==> src/rtl/ramunchain_if.sv <==
// Snapshot-in / word-stream-out handshake bundle for ramunchain.
// The master drives snapshots and downstream ready; the slave is the serialiser.
interface ramunchain_if #(
    parameter int WIDTH  = 16,
    parameter int LENGTH = 64
);
    logic [LENGTH-1:0][WIDTH-1:0] i_taps;
    logic                         i_valid;
    logic                         i_ready;
    logic [WIDTH-1:0]             o_dat;
    logic                         o_valid;
    logic                         o_ready;
    logic                         o_last;
    logic                         busy;

    modport master (
        output i_taps, i_valid, o_ready,
        input  i_ready, o_dat, o_valid, o_last, busy
    );

    modport slave (
        input  i_taps, i_valid, o_ready,
        output i_ready, o_dat, o_valid, o_last, busy
    );
endinterface

==> src/rtl/ramunchain.sv <==
// Parallel-in / serial-out re-serialiser: captures LENGTH taps in one transfer
// and streams them one word per accepted beat, back-to-back without bubbles.
//
// state  | meaning
// IDLE   | nothing held, ready for a snapshot
// STREAM | snapshot held, presenting word idx on o_dat
module ramunchain #(
    parameter int WIDTH  = 16,
    parameter int LENGTH = 64,
    parameter int ORDER  = 0
) (
    input  logic         clk,
    input  logic         reset_n,
    ramunchain_if.slave  bus
);
    localparam int            IW       = (LENGTH > 1) ? $clog2(LENGTH) : 1;
    localparam logic [IW-1:0] IDX_LAST = IW'(LENGTH - 1);

    typedef enum logic {
        IDLE   = 1'b0,
        STREAM = 1'b1
    } state_t;

    state_t                       state_q,  state_d;
    logic [IW-1:0]                idx_q,    idx_d;
    logic [WIDTH-1:0]             o_dat_q,  o_dat_d;
    logic                         o_last_q, o_last_d;
    logic [LENGTH-1:0][WIDTH-1:0] mem_q,    mem_d;

    logic          o_valid;
    logic          i_ready;
    logic          fire;
    logic          load;
    logic [IW-1:0] idx_nxt;

    function automatic logic [WIDTH-1:0] pick(
        input logic [LENGTH-1:0][WIDTH-1:0] arr,
        input logic [IW-1:0]                n
    );
        logic [IW-1:0] k;
        k = (ORDER != 0) ? n : (IDX_LAST - n);
        return arr[k];
    endfunction

    assign o_valid = (state_q == STREAM);
    assign fire    = o_valid & bus.o_ready;
    // A new snapshot may land on the same edge that retires the final word.
    assign i_ready = (state_q == IDLE) | (fire & o_last_q);
    assign load    = bus.i_valid & i_ready;
    assign idx_nxt = idx_q + 1'b1;

    assign bus.i_ready = i_ready;
    assign bus.o_valid = o_valid;
    assign bus.busy    = o_valid;
    assign bus.o_dat   = o_dat_q;
    assign bus.o_last  = o_last_q;

    always_comb begin
        state_d  = state_q;
        idx_d    = idx_q;
        o_dat_d  = o_dat_q;
        o_last_d = o_last_q;
        mem_d    = mem_q;
        if (load) begin
            mem_d    = bus.i_taps;
            state_d  = STREAM;
            idx_d    = '0;
            o_dat_d  = pick(bus.i_taps, '0);
            o_last_d = (LENGTH == 1);
        end else if (fire) begin
            if (o_last_q) begin
                state_d  = IDLE;
                o_last_d = 1'b0;
            end else begin
                idx_d    = idx_nxt;
                o_dat_d  = pick(mem_q, idx_nxt);
                o_last_d = (idx_nxt == IDX_LAST);
            end
        end
    end

    always_ff @(posedge clk or negedge reset_n) begin
        if (!reset_n) begin
            state_q  <= IDLE;
            idx_q    <= '0;
            o_dat_q  <= '0;
            o_last_q <= 1'b0;
        end else begin
            state_q  <= state_d;
            idx_q    <= idx_d;
            o_dat_q  <= o_dat_d;
            o_last_q <= o_last_d;
        end
    end

    // Snapshot storage carries no reset; its contents only matter after a load.
    always_ff @(posedge clk) begin
        mem_q <= mem_d;
    end
endmodule
==> src/flat_wrapper.sv <==
// flat-port wrapper written by rule: the top's interface ports become plain ports
module ramunchain_flat 
#(
    parameter int WIDTH  = 16,
    parameter int LENGTH = 64,
    parameter int ORDER  = 0
)
  (clk, reset_n, bus_i_taps, bus_i_valid, bus_o_ready, bus_i_ready, bus_o_dat, bus_o_valid, bus_o_last, bus_busy);
  ramunchain_if #(.WIDTH(WIDTH), .LENGTH(LENGTH)) bus_i ();
  input  logic clk;
  input  logic reset_n;
  input wire logic [$bits(bus_i.i_taps)-1:0] bus_i_taps;
  input wire logic [$bits(bus_i.i_valid)-1:0] bus_i_valid;
  input wire logic [$bits(bus_i.o_ready)-1:0] bus_o_ready;
  output wire logic [$bits(bus_i.i_ready)-1:0] bus_i_ready;
  output wire logic [$bits(bus_i.o_dat)-1:0] bus_o_dat;
  output wire logic [$bits(bus_i.o_valid)-1:0] bus_o_valid;
  output wire logic [$bits(bus_i.o_last)-1:0] bus_o_last;
  output wire logic [$bits(bus_i.busy)-1:0] bus_busy;
  assign bus_i.i_taps = bus_i_taps;
  assign bus_i.i_valid = bus_i_valid;
  assign bus_i.o_ready = bus_o_ready;
  assign bus_i_ready = bus_i.i_ready;
  assign bus_o_dat = bus_i.o_dat;
  assign bus_o_valid = bus_i.o_valid;
  assign bus_o_last = bus_i.o_last;
  assign bus_busy = bus_i.busy;
  ramunchain #(.WIDTH(WIDTH), .LENGTH(LENGTH), .ORDER(ORDER)) u_core (.clk(clk), .reset_n(reset_n), .bus(bus_i));
endmodule
==> config.mk <==
export PLATFORM = sky130hd
export DESIGN_NAME = ramunchain_flat
export DESIGN_NICKNAME = d
export VERILOG_FILES = /design/src/rtl/ramunchain_if.sv /design/src/rtl/ramunchain.sv /design/src/flat_wrapper.sv
export SDC_FILE = /design/constraint.sdc
export NUM_CORES = 1
export LEC_CHECK = 0
export CORE_AREA = 2 2 413 415
export DETAILED_ROUTE_END_ITERATION = 7
export DIE_AREA = 0 0 415 417
export HOLD_SLACK_MARGIN = 0.05
export SLEW_MARGIN = 5
export SYNTH_ARGS = -nofsm -noshare
export SYNTH_HDL_FRONTEND = slang
export SYNTH_SLANG_ARGS = --single-unit
==> constraint.sdc <==
create_clock -name clk -period 43.4 [get_ports clk]
set_input_delay 4.34 -clock clk [delete_from_list [all_inputs] [get_ports clk]]
set_output_delay 4.34 -clock clk [all_outputs]
set_load 0.05 [all_outputs]
==> impl_metrics.py <==
metrics = {
    "timing": {
        "setup_tns_ns": 0,
        "fin_hold_ws_ns": 0.5124,
        "rsz0062_at_grt": "false",
        "layout_setup_ws_ns": 32.83,
        "period_needed_ns": 10.57,
        "fmax_ghz": 0.09462,
        "finClkSkew_ns": 0.03711,
        "timing.final.crit_share": 0.2435,
        "report.final.slew_viol_count": 0,
        "setup_viol": 0,
        "worst_slew_pin_slew_ns": 1.099,
        "slew-limit-headroom": 0.2673,
        "hold_viol": 0,
    },
    "drt": {
        "dr.pass1.iters": 7,
        "drt_first_iter_violations": 2505,
        "remaining_drc_errors": 0,
        "routedWlPerCell_um": 28.13,
        "vias_per_cell": 4.432,
        "antenna_left": 0,
        "drt_wl_total_um": 151100,
        "routed-via-count": 23800,
    },
    "floorplan": {
        "ios": 1048,
        "rows": 151,
        "start_util": 0.2404,
        "die_w_um": 415,
        "die_area_um2": 173100,
        "core_um2": 168500,
        "fp.dieH_um": 417,
    },
    "clock_network": {
        "cts_resized": 0,
        "cts_sinks": 1048,
        "cts_inserted_buffers": 116,
        "clockBufferDepth": 3,
        "clk_pin_slew_ns": 0.06,
        "post_cts_buffers": 0,
        "cts_tree": "done",
        "ctsHoldBuffers": 0,
        "insertion_delay_ns": 0.77,
        "cts-root-buf": "clkbuf_16",
        "htree_num_levels": 3,
    },
    "final_layout": {
        "drive_gt1_frac": 0.1538,
        "stdcell_area_um2": 57410,
        "final_cell_mix": "clkdlybuf4s50_1, edfxtp_1, mux4_2, nand2_1, clkbuf_16",
        "nFillCells": 16110,
        "area_delta_synth_final_pct": 41.68,
        "utilization": 0.3406,
        "mostFrequentLayoutCell": "clkdlybuf4s50_1",
        "nNetsFinal": 4047,
    },
    "synthesis": {
        "synth_cell_type_count": 36,
        "synth_area_um2": 40520,
        "ys_seq_elements": 1048,
        "netlist_instances": 1930,
        "synth_nets": 2960,
        "ys_warn_count": 0,
        "avgSynthCellArea_um2": 20.99,
        "yosysSeqAreaShare": 0.7737,
    },
    "worst_setup_path": {
        "cp-start-kind": "input pin",
        "cp.arrival_ns": 6.23,
        "worstPathRequired_ns": 39.06,
        "crit_type": "input pin to primary output",
        "cp-end-kind": "primary output",
        "cp_max_fo": 3,
    },
    "global_routing": {
        "grt_use_met3": 0.05185,
        "antenna_found_initial": 58,
        "grt_usage": 0.1695,
        "busiest_layer": "met2",
        "grt_pass1_vias": 24740,
        "overflow": 0,
        "use_met1": 0.2002,
        "use_met2": 0.2891,
        "grt_max_degree": 201,
        "grt_pass1_wl_um": 200600,
    },
    "placed_design": {
        "io_buffer_count": 1047,
        "gp_congestion": 0.8576,
        "place_area_um2": 53490,
        "preCtsSetupSlack_ns": 32.78,
        "dp_hpwl_um": 112700,
    },
    "power": {
        "p_per_area_nw_per_um2": 50.52,
        "power_leakage_nw": 18.55,
        "vdd_drop_max_uv": 51.71,
    },
    "worst_hold_path": {
        "min_path_type": "register to register",
    },
    "run": {
        "max_cap_violations": 0,
    },
    "run_status": {
        "status": "complete, no violations",
    },
}
layout make-up:
class	instances	area (um2)	area share
Tap cell	2218	2775	0.04834
Antenna cell	38	95.09	0.001656
Clock buffer	138	3028	0.05275
Multi-Input combinational cell	768	8578	0.1494
Sequential cell	1048	31350	0.5462
Inverter	3	18.77	0.0003269
Clock inverter	78	795.8	0.01386
Timing Repair Buffer	1080	10760	0.1874
layer usage:
layer,up-vias,part of all wire
li1,10200,-
met1,12300,0.38
met2,1074,0.51
met3,209,0.083
met4,22,0.026
met5,-,0.00089
state kept, by name, indices dropped and copies added (netlist names):
name               count
u_core.bus.busy        1
u_core.bus.o_dat      16
u_core.bus.o_last      1
u_core.idx_q           6
u_core.mem_q        1024
synthesized netlist by cell type:
| cell type | number | area [um2] |
|---|---|---|
| edfxtp_1 | 1024 | 30750 |
| mux4_2 | 256 | 5766 |
| nand2_1 | 229 | 859.6 |
| nand3_1 | 112 | 560.5 |
| and3_1 | 42 | 262.8 |
| buf_2 | 42 | 210.2 |
| clkbuf_1 | 39 | 146.4 |
| dfrtp_1 | 24 | 600.6 |
| mux2i_1 | 19 | 190.2 |
| nand4_1 | 19 | 118.9 |
| buf_6 | 17 | 191.4 |
| a31oi_1 | 16 | 100.1 |
| buf_4 | 10 | 75.07 |
| a211o_1 | 9 | 78.83 |
| mux2_2 | 9 | 101.4 |
| o32a_1 | 9 | 90.09 |
| a21oi_1 | 8 | 40.04 |
| o21ai_0 | 8 | 40.04 |
| a31o_1 | 7 | 61.31 |
| o31ai_1 | 7 | 52.55 |
| nor2_1 | 4 | 15.01 |
| inv_1 | 3 | 11.26 |
| ha_1 | 2 | 25.02 |
| or3_1 | 2 | 12.51 |
| xor2_1 | 2 | 17.52 |
| and2_1 | 1 | 6.260 |
| buf_1 | 1 | 3.750 |
| buf_12 | 1 | 20.02 |
| buf_8 | 1 | 15.01 |
| nand3_4 | 1 | 17.52 |
| o21ai_1 | 1 | 5.000 |
| or2_2 | 1 | 6.260 |
| xnor2_1 | 1 | 8.760 |
| xnor2_2 | 1 | 16.27 |
| xnor2_4 | 1 | 27.53 |
| xor2_2 | 1 | 16.27 |
critical path, stage by stage:
cell and delay (ns):
clkdlybuf4s50_1 0.65, nand2_1 0.16, nand2_1 0.23, clkdlybuf4s50_1 0.85
worst paths after layout:
kind,start,endpoint,depth (start not counted),slack (ns)
max,bus_o_ready,bus_i_ready,4,32.83
min,u_core.idx_q[5],u_core.idx_q[5],2,0.51
max reg2reg,u_core.idx_q[0],u_core.bus.o_dat[15],9,38.40
min reg2reg,u_core.idx_q[5],u_core.idx_q[5],2,0.51
max in group asynchronous,reset_n,u_core.idx_q[0],1,39.24
min in group asynchronous,reset_n,u_core.idx_q[0],1,3.64
cells by family (layout without fill, tap and decap cells):
kind of cell               Yosys count  after routing  share of synthesized area
AOI/OAI and AO/OA                   65             65                    0.01155
xor gates and xnor gates             6              6                   0.002131
adders and majority gates            2              2                  0.0006175
buffers and inverters              114           1299                    0.01661
DFF                               1048           1048                     0.7737
muxes                              284            284                     0.1495
other                                0             38                          0
and+or+nand+nor                    411            411                    0.04589
power by group:
part | internal [W] | leakage [nW] | total [W] | switching, W
clock network | 0.000581 | 1.86 | 0.00100 | 0.000423
logic | 0.000318 | 7.20 | 0.000764 | 0.000446
registers | 0.00112 | 9.49 | 0.00113 | 0.0000121
total | 0.00202 | 18.6 | 0.00290 | 0.000882
per-stage QoR:
| stage | cells | total power (W) |
|---|---|---|
| 2_1_floorplan | 1930 | 0.001568 |
| 3_3_place_gp | 5117 | 0.001935 |
| 3_5_place_dp | 5117 | 0.001935 |
| 4_1_cts | 5333 | 0.002946 |
| 5_1_grt | 5363 | 0.003009 |
| 6_report | 5371 | 0.002900 |
No activity file was read; power rests on OpenSTA's default activity.
